<file path="src/rtl/ov5640_pwr_seq.sv">
// ov5640_pwr_seq: OV5640 power-on and configuration sequencer.
// Walks the sensor through PWDN/RESETB power-on timing, then releases the I2C
// configuration engine and watches its done/error flags. Any error or timeout
// triggers a full power cycle, up to MAX_RETRY times, before the block gives up.
//
// Ports:
//   clk        system clock
//   reset_h    synchronous active-high reset
//   start      one-cycle request to begin or restart the sequence
//   cfg_done   configuration engine finished (level)
//   cfg_error  configuration engine error/NACK (level)
//   cam_pwdn   sensor PWDN pin, 1 = powered down
//   cam_rst_n  sensor RESETB pin, active-low
//   cfg_rst    active-high reset to the configuration engine
//   cam_ready  sensor powered and configured
//   seq_fail   all attempts exhausted
//   retry_cnt  retries consumed in the current sequence
//   seq_state  current FSM state, for debug
module ov5640_pwr_seq #(
    parameter int unsigned T_PWR_CYC         = 250000,
    parameter int unsigned T_RST_CYC         = 50000,
    parameter int unsigned T_BOOT_CYC        = 1000000,
    parameter int unsigned T_CFG_TIMEOUT_CYC = 50000000,
    parameter int unsigned MAX_RETRY         = 3
) (
    input  logic       clk,
    input  logic       reset_h,
    input  logic       start,
    input  logic       cfg_done,
    input  logic       cfg_error,
    output logic       cam_pwdn,
    output logic       cam_rst_n,
    output logic       cfg_rst,
    output logic       cam_ready,
    output logic       seq_fail,
    output logic [2:0] retry_cnt,
    output logic [2:0] seq_state
);

    localparam int unsigned CNT_W   = 32;
    localparam int unsigned RETRY_W = 3;
    // Flags are ignored for this many cycles after the engine leaves reset.
    localparam int unsigned QUAL_CYC = 2;

    localparam logic [CNT_W-1:0]   PWR_LAST  = CNT_W'(T_PWR_CYC - 1);
    localparam logic [CNT_W-1:0]   RST_LAST  = CNT_W'(T_RST_CYC - 1);
    localparam logic [CNT_W-1:0]   BOOT_LAST = CNT_W'(T_BOOT_CYC - 1);
    localparam logic [CNT_W-1:0]   CFG_LAST  = CNT_W'(T_CFG_TIMEOUT_CYC - 1);
    localparam logic [RETRY_W-1:0] RETRY_MAX = RETRY_W'(MAX_RETRY);

    typedef enum logic [2:0] {
        S_IDLE  = 3'd0,
        S_PWR   = 3'd1,
        S_RST   = 3'd2,
        S_BOOT  = 3'd3,
        S_CFG   = 3'd4,
        S_READY = 3'd5,
        S_FAIL  = 3'd6
    } state_t;

    state_t               state_q, state_d;
    logic [CNT_W-1:0]     cnt_q, cnt_d;
    logic [RETRY_W-1:0]   retry_q, retry_d;
    logic                 pwdn_q, pwdn_d;
    logic                 rst_n_q, rst_n_d;
    logic                 cfg_rst_q, cfg_rst_d;
    logic                 ready_q, ready_d;
    logic                 fail_q, fail_d;

    logic                 flag_qual;
    logic                 err_ev;
    logic                 done_ev;
    logic                 timeout_ev;

    // CFG event decode: error beats done, and either flag beats the timeout.
    always_comb begin
        flag_qual  = (cnt_q >= CNT_W'(QUAL_CYC));
        err_ev     = flag_qual && cfg_error;
        done_ev    = flag_qual && cfg_done && !cfg_error;
        timeout_ev = (cnt_q == CFG_LAST);
    end

    // Next-state, dwell counter, retry count and decoded next outputs.
    always_comb begin
        state_d = state_q;
        cnt_d   = cnt_q + CNT_W'(1);
        retry_d = retry_q;

        case (state_q)
            S_IDLE: begin
                cnt_d = '0;
                if (start) begin
                    state_d = S_PWR;
                    retry_d = '0;
                end
            end
            S_PWR: begin
                if (cnt_q == PWR_LAST) begin
                    state_d = S_RST;
                    cnt_d   = '0;
                end
            end
            S_RST: begin
                if (cnt_q == RST_LAST) begin
                    state_d = S_BOOT;
                    cnt_d   = '0;
                end
            end
            S_BOOT: begin
                if (cnt_q == BOOT_LAST) begin
                    state_d = S_CFG;
                    cnt_d   = '0;
                end
            end
            S_CFG: begin
                if (err_ev || (timeout_ev && !done_ev)) begin
                    cnt_d = '0;
                    if (retry_q < RETRY_MAX) begin
                        state_d = S_PWR;
                        retry_d = retry_q + RETRY_W'(1);
                    end else begin
                        state_d = S_FAIL;
                    end
                end else if (done_ev) begin
                    state_d = S_READY;
                    cnt_d   = '0;
                end
            end
            S_READY, S_FAIL: begin
                cnt_d = '0;
                if (start) begin
                    state_d = S_PWR;
                    retry_d = '0;
                end
            end
            default: begin
                state_d = S_IDLE;
                cnt_d   = '0;
                retry_d = '0;
            end
        endcase

        // Pin levels follow the state being entered so they register with it.
        pwdn_d    = 1'b1;
        rst_n_d   = 1'b0;
        cfg_rst_d = 1'b1;
        ready_d   = 1'b0;
        fail_d    = 1'b0;
        case (state_d)
            S_RST: begin
                pwdn_d = 1'b0;
            end
            S_BOOT: begin
                pwdn_d  = 1'b0;
                rst_n_d = 1'b1;
            end
            S_CFG: begin
                pwdn_d    = 1'b0;
                rst_n_d   = 1'b1;
                cfg_rst_d = 1'b0;
            end
            S_READY: begin
                pwdn_d    = 1'b0;
                rst_n_d   = 1'b1;
                cfg_rst_d = 1'b0;
                ready_d   = 1'b1;
            end
            S_FAIL: begin
                fail_d = 1'b1;
            end
            default: begin
                pwdn_d = 1'b1;
            end
        endcase
    end

    // State and output registers.
    always_ff @(posedge clk) begin
        if (reset_h) begin
            state_q   <= S_IDLE;
            cnt_q     <= '0;
            retry_q   <= '0;
            pwdn_q    <= 1'b1;
            rst_n_q   <= 1'b0;
            cfg_rst_q <= 1'b1;
            ready_q   <= 1'b0;
            fail_q    <= 1'b0;
        end else begin
            state_q   <= state_d;
            cnt_q     <= cnt_d;
            retry_q   <= retry_d;
            pwdn_q    <= pwdn_d;
            rst_n_q   <= rst_n_d;
            cfg_rst_q <= cfg_rst_d;
            ready_q   <= ready_d;
            fail_q    <= fail_d;
        end
    end

    assign cam_pwdn  = pwdn_q;
    assign cam_rst_n = rst_n_q;
    assign cfg_rst   = cfg_rst_q;
    assign cam_ready = ready_q;
    assign seq_fail  = fail_q;
    assign retry_cnt = retry_q;
    assign seq_state = state_q;

endmodule

</file>
<file path="config.mk">
export PLATFORM = sky130hd
export DESIGN_NAME = ov5640_pwr_seq
export DESIGN_NICKNAME = d
export VERILOG_FILES = /design/src/rtl/ov5640_pwr_seq.sv
export SDC_FILE = /design/constraint.sdc
export NUM_CORES = 1
export LEC_CHECK = 0
export CAP_MARGIN = 20
export CORE_MARGIN = 1
export CORE_UTILIZATION = 62
export DETAILED_ROUTE_END_ITERATION = 7
export GPL_TIMING_DRIVEN = 0
export MAX_ROUTING_LAYER = met4
export PLACE_DENSITY = 0.83
export RECOVER_POWER = 25
export SLEW_MARGIN = 40
export SYNTH_ARGS = -nofsm -noshare
export SYNTH_HDL_FRONTEND = slang
export SYNTH_SLANG_ARGS = --single-unit
export TNS_END_PERCENT = 50
</file>
<file path="constraint.sdc">
create_clock -name clk -period 7.07 [get_ports clk]
set_input_delay 1.414 -clock clk [delete_from_list [all_inputs] [get_ports clk]]
set_output_delay 1.414 -clock clk [all_outputs]
set_load 0.05 [all_outputs]
</file>
==> flow_summary.toml <==
[run_status]
status = "completed"

[yosys]
netlist_area_um2 = 2280
synth-seq-area-share_pct = 37.8
synth-simple-area-share_pct = 36.0
postSynthAreaPerCell_um2 = 8.23
synth_edf_count = 0
synthXorXnorAreaFrac_pct = 12.3
synthTopCellsByArea = "dfxtp_1 38%, nor2_1 8.4%, xnor2_1 6.1%"
ys.flop_type = "dfxtp_1"
synth_nets = 285
yosysWarnings = 0
synth_top_area_share_pct = 37.8
synth-compound-area-share_pct = 8.07
ys_async_sr_fraction_pct = 0
yosysTopAreaCell = "dfxtp_1"
synthAdderAreaFrac_pct = 1.65
synth_top_family_by_area = "simple AND/OR/NAND/NOR gates"
synthCells = 277
muxShareOfSynthArea_pct = 0
synth_cell_types = 48
ys_ff_latch = 43

[finish]
layout_common_cells = "51 x nor2_1, 43 x dfxtp_1, 16 x xnor2_1, 16 x xor2_1, 15 x nand3_1"
antenna_cells = 0
layout_commonest_cell = "nor2_1"
drive_gt1_share_pct = 7.00
instances_no_fill = 346
nNetsFinal = 307
nFillCells = 284
syn_to_final_growth_pct = 10.2

[cts]
cts_tree = "done"
clk_pin_slew_ns = 0.12
cts-hold-fix-buffers = 0
cts.sinks = 43
clk_latency_ns = 0.36
cts_resized = 0
htreeDepth = 2
clockRootBuffer = "clkbuf_4"
cts_buffers = 5
post_cts_buffers = 0
clock_path_buffers = 2

[place]
gp_congestion = 0.975
portBuffers = 15
hpwl_um = 3620
pre_cts_ws_ns = 3.81
place_inst = 338

[sta]
skew_ns = 0.00421
rsz0062_at_grt = "no"
slew_headroom_pct = 41.8
hold_viol = 0
finalMaxSlewViolations = 0
max_freq_mhz = 307
setup_viol = 0
final.setup.tns_ns = 0
timing.final.ws_setup_ns = 3.81
worst_pin_slew_ns = 0.865
period_share_pct = 46.1
fin_crit_ns = 3.26

[drt]
remaining_drc_errors = 0
routedWlPerCell_um = 14.0
viasPerCell = 5.74
antenna_left = 0
drt-total-wl_um = 4830
via_count = 1985
drt_iter0_drc = 99
firstDrtPassIters = 4

[worst_setup_path]
path_class = "register to register"
crit_chain = "clkbuf_1 -> or4_1 -> or3_1 -> nor4_1 -> nor3b_1 -> a211oi_1 -> nor2b_1 -> and2_1"
cpMaxStageDelayCell = "nor4_1"
path_max_fanout = 9
slowest_delay_ns = 0.67
arrival_ns = 3.57
end_kind = "register"
required_ns = 7.38
worstSetupStartpointType = "register"

[global_route]
antenna_found_initial = 0
grt_pass1_vias = 1867
grt_pass1_wl_um = 8270
grt_overflow = 0
grt.total_usage_pct = 27.5
grt_max_degree = 14

[flow_run]
maxCapViolCount = 0

[die]
io_pins = 16
die_x_um = 62.6
start_util_pct = 66.7
rows = 21
die_y_um = 62.6
core_area_um2 = 3420
dieArea_um2 = 3920

[power_and_ir_drop]
p_per_area_nw_per_um2 = 153
power_uw = 384
leakagePower_nw = 0.856
ir_drop_v = 0.000137

[min_path]
holdCritPathClass = "register to register"
## logic make-up after synthesis
family	count (synthesis)
AND/OR/NAND/NOR	150
AO/OA/AOI/OAI	28
XOR/XNOR	32
adder cells (fa/ha/maj)	3
buffers and inverters	21
flip-flops	43
## metrics by stage
step	hold slack [ns]	cell area [µm²]	util, %
after floorplan	0.437	2280	-
after global placement	0.452	2490	72.8
after detailed placement	0.462	2490	72.8
after CTS	0.480	2540	74.4
after global routing	0.530	2510	73.6
final	0.475	2510	73.6
## final cells by class
class                      instances  area [µm²]  share of cell area [%]
multi-input combinational        213        1290                    51.5
tap                               46        57.6                    2.29
clock inverter                     2        12.5                   0.498
inverter                          10        37.5                    1.49
clock buffer                       6        41.3                    1.64
timing repair buffer              15         150                    5.98
sequential                        43         861                    34.3
buffer                            11        57.6                    2.29
## registers in the layout, summed over array words and instances (netlist names)
signal     cells
cfg_rst        1
cam_ready      1
retry_cnt      3
seq_fail       1
cam_rst_n      1
cam_pwdn       1
seq_state      3
cnt_q         32
## cells in the mapped netlist, types with 2 or more instances
library cell	n
nor2_1	51
dfxtp_1	43
xnor2_1	16
xor2_1	16
nand3_1	15
nand2_1	14
nand4_1	12
inv_1	10
a21oi_1	9
nor4_1	8
clkbuf_1	7
nor3_1	7
and3_1	6
o21ai_0	5
and2_1	4
or3_1	4
or4_1	4
ha_1	3
nand3b_1	3
o211ai_1	3
or2_2	3
a31oi_1	2
and4_1	2
buf_2	2
buf_6	2
nand2b_1	2
nor3b_1	2
or4_4	2
## worst max-delay path, delay by kind of cell, from the launching register on
kind | cells | cell delay (ns)
compound gates | 1 | 0.44
simple gates | 6 | 2.27
buf+inv | 1 | 0.19
flops | 1 | 0.32
## power by group
group / internal, mW / total, mW / leakage (nW) / switching, mW
sequential: 0.243 / 0.245 / 0.347 / 0.00134
combinational: 0.00850 / 0.0228 / 0.481 / 0.0143
clock: 0.0384 / 0.116 / 0.0282 / 0.0779
total: 0.290 / 0.384 / 0.856 / 0.0935
## path summary, 6_finish.rpt
check,startpoint,endpoint,slack [ns],cells after the start
min,retry_cnt[2]$_SDFFE_PP0P_,retry_cnt[2]$_SDFFE_PP0P_,0.48,2
min reg2reg,retry_cnt[2]$_SDFFE_PP0P_,retry_cnt[2]$_SDFFE_PP0P_,0.48,2
max,cnt_q[12]$_SDFF_PP0_,seq_fail$_SDFF_PP0_,3.81,8
max reg2reg,cnt_q[12]$_SDFF_PP0_,seq_fail$_SDFF_PP0_,3.81,8
## routing by layer
layer  global-route usage, %  wire [µm]  share of wire [%]  vias up
met1                    32.5       2200                 46      923
met3                    5.11        146                3.0       13
met2                    45.8       2370                 49       38
met4                    11.0        113                2.3        0
met5                       -          0                  0        -
li1                        -          -                  -     1011
Power figures use the tool's default switching activity.
